--- src/rtl/turn_signal_ctrl.sv ---
// Turn-signal controller: synchronised switches drive an IDLE/LEFT/RIGHT/HAZARD
// state machine with tap-to-blink and a step prescaler for the tail-light FSM.
module turn_signal_ctrl #(
    parameter int DIV       = 4,
    parameter int TAP_MAX   = 8,
    parameter int TAP_STEPS = 6
) (
    input  logic       clk,
    input  logic       reset,
    input  logic       left_sw,
    input  logic       right_sw,
    input  logic       hazard_sw,
    output logic       left,
    output logic       right,
    output logic       step,
    output logic [1:0] mode
);

    localparam int PW = $clog2(DIV);
    localparam int HW = $clog2(TAP_MAX + 1);
    localparam int SW = $clog2(TAP_STEPS + 1);

    localparam logic [PW-1:0] PRE_LAST  = PW'(DIV - 1);
    localparam logic [HW-1:0] HOLD_MAX  = HW'(TAP_MAX);
    localparam logic [SW-1:0] STEP_LAST = SW'(TAP_STEPS - 1);

    typedef enum logic [1:0] {
        S_IDLE   = 2'b00,
        S_LEFT   = 2'b01,
        S_RIGHT  = 2'b10,
        S_HAZARD = 2'b11
    } state_t;

    logic          r_ls, r_rs, r_hs;
    state_t        r_state;
    logic          r_tap;
    logic [HW-1:0] r_hold;
    logic [SW-1:0] r_steps;
    logic [PW-1:0] r_pre;
    logic          r_left, r_right;
    logic [1:0]    r_mode;

    state_t        w_next;
    state_t        w_opp_state;
    logic          w_tap_next;
    logic [HW-1:0] w_hold_next;
    logic [SW-1:0] w_steps_next;
    logic [PW-1:0] w_pre_next;
    logic          w_step;
    logic          w_own;
    logic          w_opp;

    // Side-relative views so LEFT and RIGHT share one set of rules
    always_comb begin
        w_step      = (r_state != S_IDLE) && (r_pre == PRE_LAST);
        w_own       = (r_state == S_LEFT) ? r_ls : r_rs;
        w_opp       = (r_state == S_LEFT) ? r_rs : r_ls;
        w_opp_state = (r_state == S_LEFT) ? S_RIGHT : S_LEFT;
    end

    // Next-state, tap, hold, step-count and prescaler logic
    always_comb begin
        w_next       = r_state;
        w_tap_next   = r_tap;
        w_hold_next  = r_hold;
        w_steps_next = r_steps;
        w_pre_next   = '0;
        if (r_hs || (r_ls && r_rs)) begin
            w_next = S_HAZARD;
        end else begin
            unique case (r_state)
                S_IDLE, S_HAZARD: begin
                    if (r_ls)      w_next = S_LEFT;
                    else if (r_rs) w_next = S_RIGHT;
                    else           w_next = S_IDLE;
                end
                S_LEFT, S_RIGHT: begin
                    if (w_opp) begin
                        w_next = w_opp_state;
                    end else if (w_own) begin
                        if (r_tap) begin
                            w_tap_next  = 1'b0;
                            w_hold_next = '0;
                        end else if (r_hold != HOLD_MAX) begin
                            w_hold_next = r_hold + 1'b1;
                        end
                    end else if (!r_tap) begin
                        if (r_hold < HOLD_MAX) begin
                            w_tap_next   = 1'b1;
                            w_steps_next = '0;
                        end else begin
                            w_next = S_IDLE;
                        end
                    end else if (w_step) begin
                        if (r_steps == STEP_LAST) w_next = S_IDLE;
                        else w_steps_next = r_steps + 1'b1;
                    end
                end
                default: w_next = S_IDLE;
            endcase
        end
        if (w_next != r_state) begin
            w_tap_next   = 1'b0;
            w_hold_next  = '0;
            w_steps_next = '0;
        end
        if ((w_next == r_state) && (r_state != S_IDLE)) begin
            w_pre_next = (r_pre == PRE_LAST) ? '0 : r_pre + 1'b1;
        end
    end

    // Switch sync stage, state registers and registered output decode
    always_ff @(posedge clk) begin
        if (reset) begin
            r_ls    <= 1'b0;
            r_rs    <= 1'b0;
            r_hs    <= 1'b0;
            r_state <= S_IDLE;
            r_tap   <= 1'b0;
            r_hold  <= '0;
            r_steps <= '0;
            r_pre   <= '0;
            r_left  <= 1'b0;
            r_right <= 1'b0;
            r_mode  <= 2'b00;
        end else begin
            r_ls    <= left_sw;
            r_rs    <= right_sw;
            r_hs    <= hazard_sw;
            r_state <= w_next;
            r_tap   <= w_tap_next;
            r_hold  <= w_hold_next;
            r_steps <= w_steps_next;
            r_pre   <= w_pre_next;
            r_left  <= (w_next == S_LEFT) || (w_next == S_HAZARD);
            r_right <= (w_next == S_RIGHT) || (w_next == S_HAZARD);
            r_mode  <= w_next;
        end
    end

    assign left  = r_left;
    assign right = r_right;
    assign mode  = r_mode;
    assign step  = w_step;

endmodule

--- config.mk ---
export PLATFORM = sky130hd
export DESIGN_NAME = turn_signal_ctrl
export DESIGN_NICKNAME = d
export VERILOG_FILES = /design/src/rtl/turn_signal_ctrl.sv
export SDC_FILE = /design/constraint.sdc
export NUM_CORES = 1
export LEC_CHECK = 0
export BUFFER_PORTS_ARGS = -buffer_cell sky130_fd_sc_hd__buf_2
export CAP_MARGIN = 30
export CORE_UTILIZATION = 35
export DETAILED_ROUTE_END_ITERATION = 12
export PLACE_DENSITY_LB_ADDON = 0.12
export SLEW_MARGIN = 15
export SYNTH_ARGS = -nofsm -noshare
export SYNTH_HDL_FRONTEND = slang
export SYNTH_SLANG_ARGS = --single-unit
--- constraint.sdc ---
create_clock -name clk -period 2.5 [get_ports clk]
set_input_delay 0.625 -clock clk [delete_from_list [all_inputs] [get_ports clk]]
set_output_delay 0.625 -clock clk [all_outputs]
set_load 0.05 [all_outputs]
; After elaboration in Yosys (flattened, before gate mapping)
; Index checks and enable logic that the tools add are counted.
[word_totals]
reg_bits = 17
input_bits = 5
output_inout_bits = 5
word_cells = 70
[classes]
add_sub_neg = 3
n_lt_le_gt_ge = 1
eq_ne = 13
n_mux = 22
bitwise_logic = 4
n_reduce_logical = 17
[ops]
columns = op, count
row1 = 2-to-1 mux 2 bit, 10
row2 = 2-to-1 mux 3 bit, 4
row3 = "equality test 2 bit, second input constant", 5
row4 = 2-to-1 mux 4 bit, 2
row5 = AND reduction 7 bit, 1
row6 = nonzero test 2 bit, 3
row7 = OR reduction 2 bit, 3
row8 = 2-to-1 mux 1 bit, 5
row9 = AND reduction 5 bit, 1
row10 = "adder 4 x 1 -> 4 bit, second input constant", 1
row11 = "equality test 2 x 1 -> 1 bit, second input constant", 2
row12 = "less-than comparator 4 bit, second input constant", 1
row13 = "inequality test 2 bit, second input constant", 2
row14 = "inequality test 4 bit, second input constant", 1
row15 = inverter 1 bit, 4
row16 = one-hot mux 2 bit (2 select lines), 1
row17 = "adder 3 x 1 -> 3 bit, second input constant", 1
row18 = "equality test 3 bit, second input constant", 1
row19 = logical AND 1 bit, 3
row20 = logical OR 1 bit, 3
row21 = AND reduction 3 bit, 1
row22 = OR reduction 3 bit, 1
row23 = "adder 2 x 1 -> 2 bit, second input constant", 1
row24 = equality test 2 bit, 1
row25 = other kinds (2), 2

; Logic depth before layout (Yosys ltp)
[logic_depth]
ltp_word = 12
ltp_mapped = 8
depth_no_buf = 8

; Worst setup path after synthesis
; OpenSTA, ideal clock, no wires.
[synth_timing]
path_kind = flip-flop to flip-flop
start = reg mode[0] (netlist name)
end = reg r_steps[2]
arrival_time_ns = 2.170
required_time_ns = 2.367
setup_slack_ns = 0.197
path_stages_with_launch = 9
path_buffers = 0
cell_sequence = dfxtp_1 -> inv_1 -> ha_1 -> nand2b_1 -> inv_1 -> nand4_2 -> nor2_1 -> xnor2_1 -> nor3_2
[synth_lines]
columns = element, line
row1 = end signal: assignment, 133  ; r_steps <= w_steps_next;
row2 = end: declaration, 38  ; logic [SW-1:0] r_steps;

==> summary.txt <==
Run status
  • Outcome: completed

Placed design
  • Area post-placement: ~1100 µm²
  • Post-DP HPWL: 1390 µm
  • RePlAce Congestion: just over 0.8
  • Port Buf Inserts: 9
  • Placed Cells: ~150

Setup path
  • Buffers plus inverters on the worst setup path: 3
  • CP dominant cell by count: inv_1
  • Element type at the critical path end: output port
  • CP max stage delay: 0.46 ns
  • CP max FO: 7
  • WP data required: roughly 1.9 ns
  • Startpoint types: flop
  • Cell family with most CP delay: flip-flops
  • Arrival time at the worst endpoint: around 1.6 ns
  • CP Cell Sequence: inv_1, ha_1, nand2b_1, inv_1, buf_2
  • Setup CP Type: reg -> out
  • Worst path slowest cell: dfxtp_1

Clock network
  • Worst-path clk slew: 0.10 ns
  • Max clock buf depth: 2
  • CTS tree: yes
  • CTS Buf Count: 3
  • Post-CTS setup buffers: 0
  • # resized after CTS: 0
  • Clk Latency, worst-skew pair: 0.29 ns
  • Hold Buf Count CTS: 0
  • H-tree depth: 1
  • Clock root buffer: clkbuf_4
  • Clk sink count: 16

Layout
  • Final nets: 133
  • Fillers: about 270
  • Reg area: 320 µm²
  • Utilization after layout: 0.398
  • Design Area, Final: 1110 µm²
  • Share of cells above drive strength 1: 0.242
  • Ant diodes: 0
  • Cell Count, Final, Fillers Out: ~150
  • Syn-to-layout area delta: 7.53%
  • Footprint of the multi-input gates: roughly 630 µm²

Synthesis
  • Post-Syn Area: 1030 µm²
  • Flops & latches, synth: 16
  • Most instantiated library cell after synthesis: dfxtp_1
  • Share of synthesized registers carrying an async set or reset: 0
  • Sequential cell area fraction in the yosys report: 0.311
  • Yosys top cell area share: 0.311
  • Avg Inst Size Synth: 9.19 µm²
  • Syn. warnings: 0
  • Main synth FF type: dfxtp_1
  • Area contributors post-synth: dfxtp_1, ha_1, inv_1
  • Post-synth top area cell: dfxtp_1
  • Syn Nets: 124
  • Number of flops mapped to enable cells by yosys: 0
  • Netlist cell types: 42
  • Commonest cells in the netlist: dfxtp_1, inv_1, nor2_1, a21oi_1, ha_1
  • Post-Syn Instances: 112

Timing
  • Fmax: 444 MHz
  • Final setup TNS: 0 ns
  • Slew Limit Fails: 0
  • Final setup viols: 0
  • Skew final: about 0.0086 ns
  • Final hold violation count: 0
  • Final Cycle Share: 0.900
  • Slew @ Worst Pin: 0.448 ns
  • Unrepaired setup endpoints after global routing: no
  • Worst rel slew slack: 0.700
  • Crit path time final: 2.25 ns

Global routing
  • Via count of the first global-routing pass: 706
  • Initial antenna violation count: 0
  • Largest net degree at the start of global routing: 11
  • Total GRT Usage: 0.133
  • Grt ovf: 0
  • First-pass GRT wire length: ~3300 µm

Die
  • Die height: 56.2 µm
  • IO Pins: 10
  • Site row count: 19
  • Die area: 3160 µm²
  • Die X: around 56 µm
  • Starting Density: 0.370
  • Core Footprint: 2780 µm²

Detailed routing
  • 1st-iter DRT viols: 11
  • Vias per cell: ~5
  • Vias: 749
  • Drt first pass iters: 4
  • Routed WL: 1820 µm
  • Routed Antenna Nets: 0
  • Drc violations: 0
  • DR WL/cell: 12.1 µm

Run
  • MaxCap Viol Count: 0

Power
  • LEAKAGE: 0.425 nW
  • Power per Cell Area: roughly 530 nW/µm²
  • VDD IR-drop max: ~0.45 mV

Min path
  • Worst hold path type: reg -> reg
## kinds of logic (layout without fill, tap and decap cells)
kind of cell,count (synthesis),after routing,synth area share
DFF,16,16,0.311
and+or+nand+nor,47,47,0.289
xor gates and xnor gates,3,3,0.0255
muxes,2,2,0.0194
buffers and inverters,15,23,0.0778
adders and majority gates,7,7,0.0851
AOI/OAI and AO/OA,22,22,0.192
## cell usage in the layout, fill, tap and decap left out, types with 2 or more instances in the layout
cell      Yosys  final
mux2i_1       2      2
clkbuf_4      0      3
buf_2         1      9
xnor2_1       2      2
nand3_1       3      3
a21oi_2       2      2
o21ai_0       3      3
dfxtp_1      16     16
and2_1        2      2
nor2_2        2      2
inv_1        10     10
nor2_1       10     10
nand2_1       6      6
nand2b_1      4      4
nor2b_1       5      5
a21oi_1       7      7
ha_1          7      7
nor3_1        2      2
a31oi_1       2      2
## layout make-up
cell class	count	share of cell area
multi-input cells	81	0.568
flip-flops and latches	16	0.289
repair buffers	9	0.0407
well taps	31	0.0350
inverters	10	0.0339
clock buffers	4	0.0328
## state kept, by name, summed over array words and instances, names as in the netlist
name     flops
r_rs         1
r_tap        1
r_hs         1
r_pre        2
mode         2
r_hold       4
right        1
r_steps      3
r_ls         1
## stage by stage
step / setup WS (ns) / hold slack, ns / power, mW
floorplan: 0.197 / 0.405 / 0.401
global placement: 0.507 / 0.427 / 0.422
detailed placement: 0.410 / 0.420 / 0.424
CTS: 0.237 / 0.434 / 0.595
global route: 0.123 / 0.449 / 0.625
finish: 0.249 / 0.429 / 0.587
## power breakdown
group | total [mW] | internal, mW | switching [mW]
Sequential | 0.281 | 0.265 | 0.0156
Combinational | 0.136 | 0.0497 | 0.0861
Clock | 0.171 | 0.0886 | 0.0819
Total | 0.587 | 0.403 | 0.184
## path summary, 6_finish.rpt
| check | slack [ns] | cells after the start | start | end |
|---|---|---|---|---|
| setup / recovery | 0.25 | 5 | mode[0]$_SDFF_PP0_ | step |
| hold / removal | 0.43 | 1 | r_pre[0]$_SDFF_PP0_ | r_pre[0]$_SDFF_PP0_ |
| setup reg to reg | 0.42 | 7 | mode[0]$_SDFF_PP0_ | r_tap$_SDFFE_PP0P_ |
| hold reg to reg | 0.43 | 1 | r_pre[0]$_SDFF_PP0_ | r_pre[0]$_SDFF_PP0_ |
## per-layer routing
metal  vias to the layer above  GRT usage  share of wire
met4                         0     0.0314         0.0071
met5                         -          0              0
met2                         8      0.199           0.44
met3                         2     0.0488          0.022
li1                        403          -              -
met1                       336      0.183           0.53
Note: power is estimated with default switching activity, not from simulation.
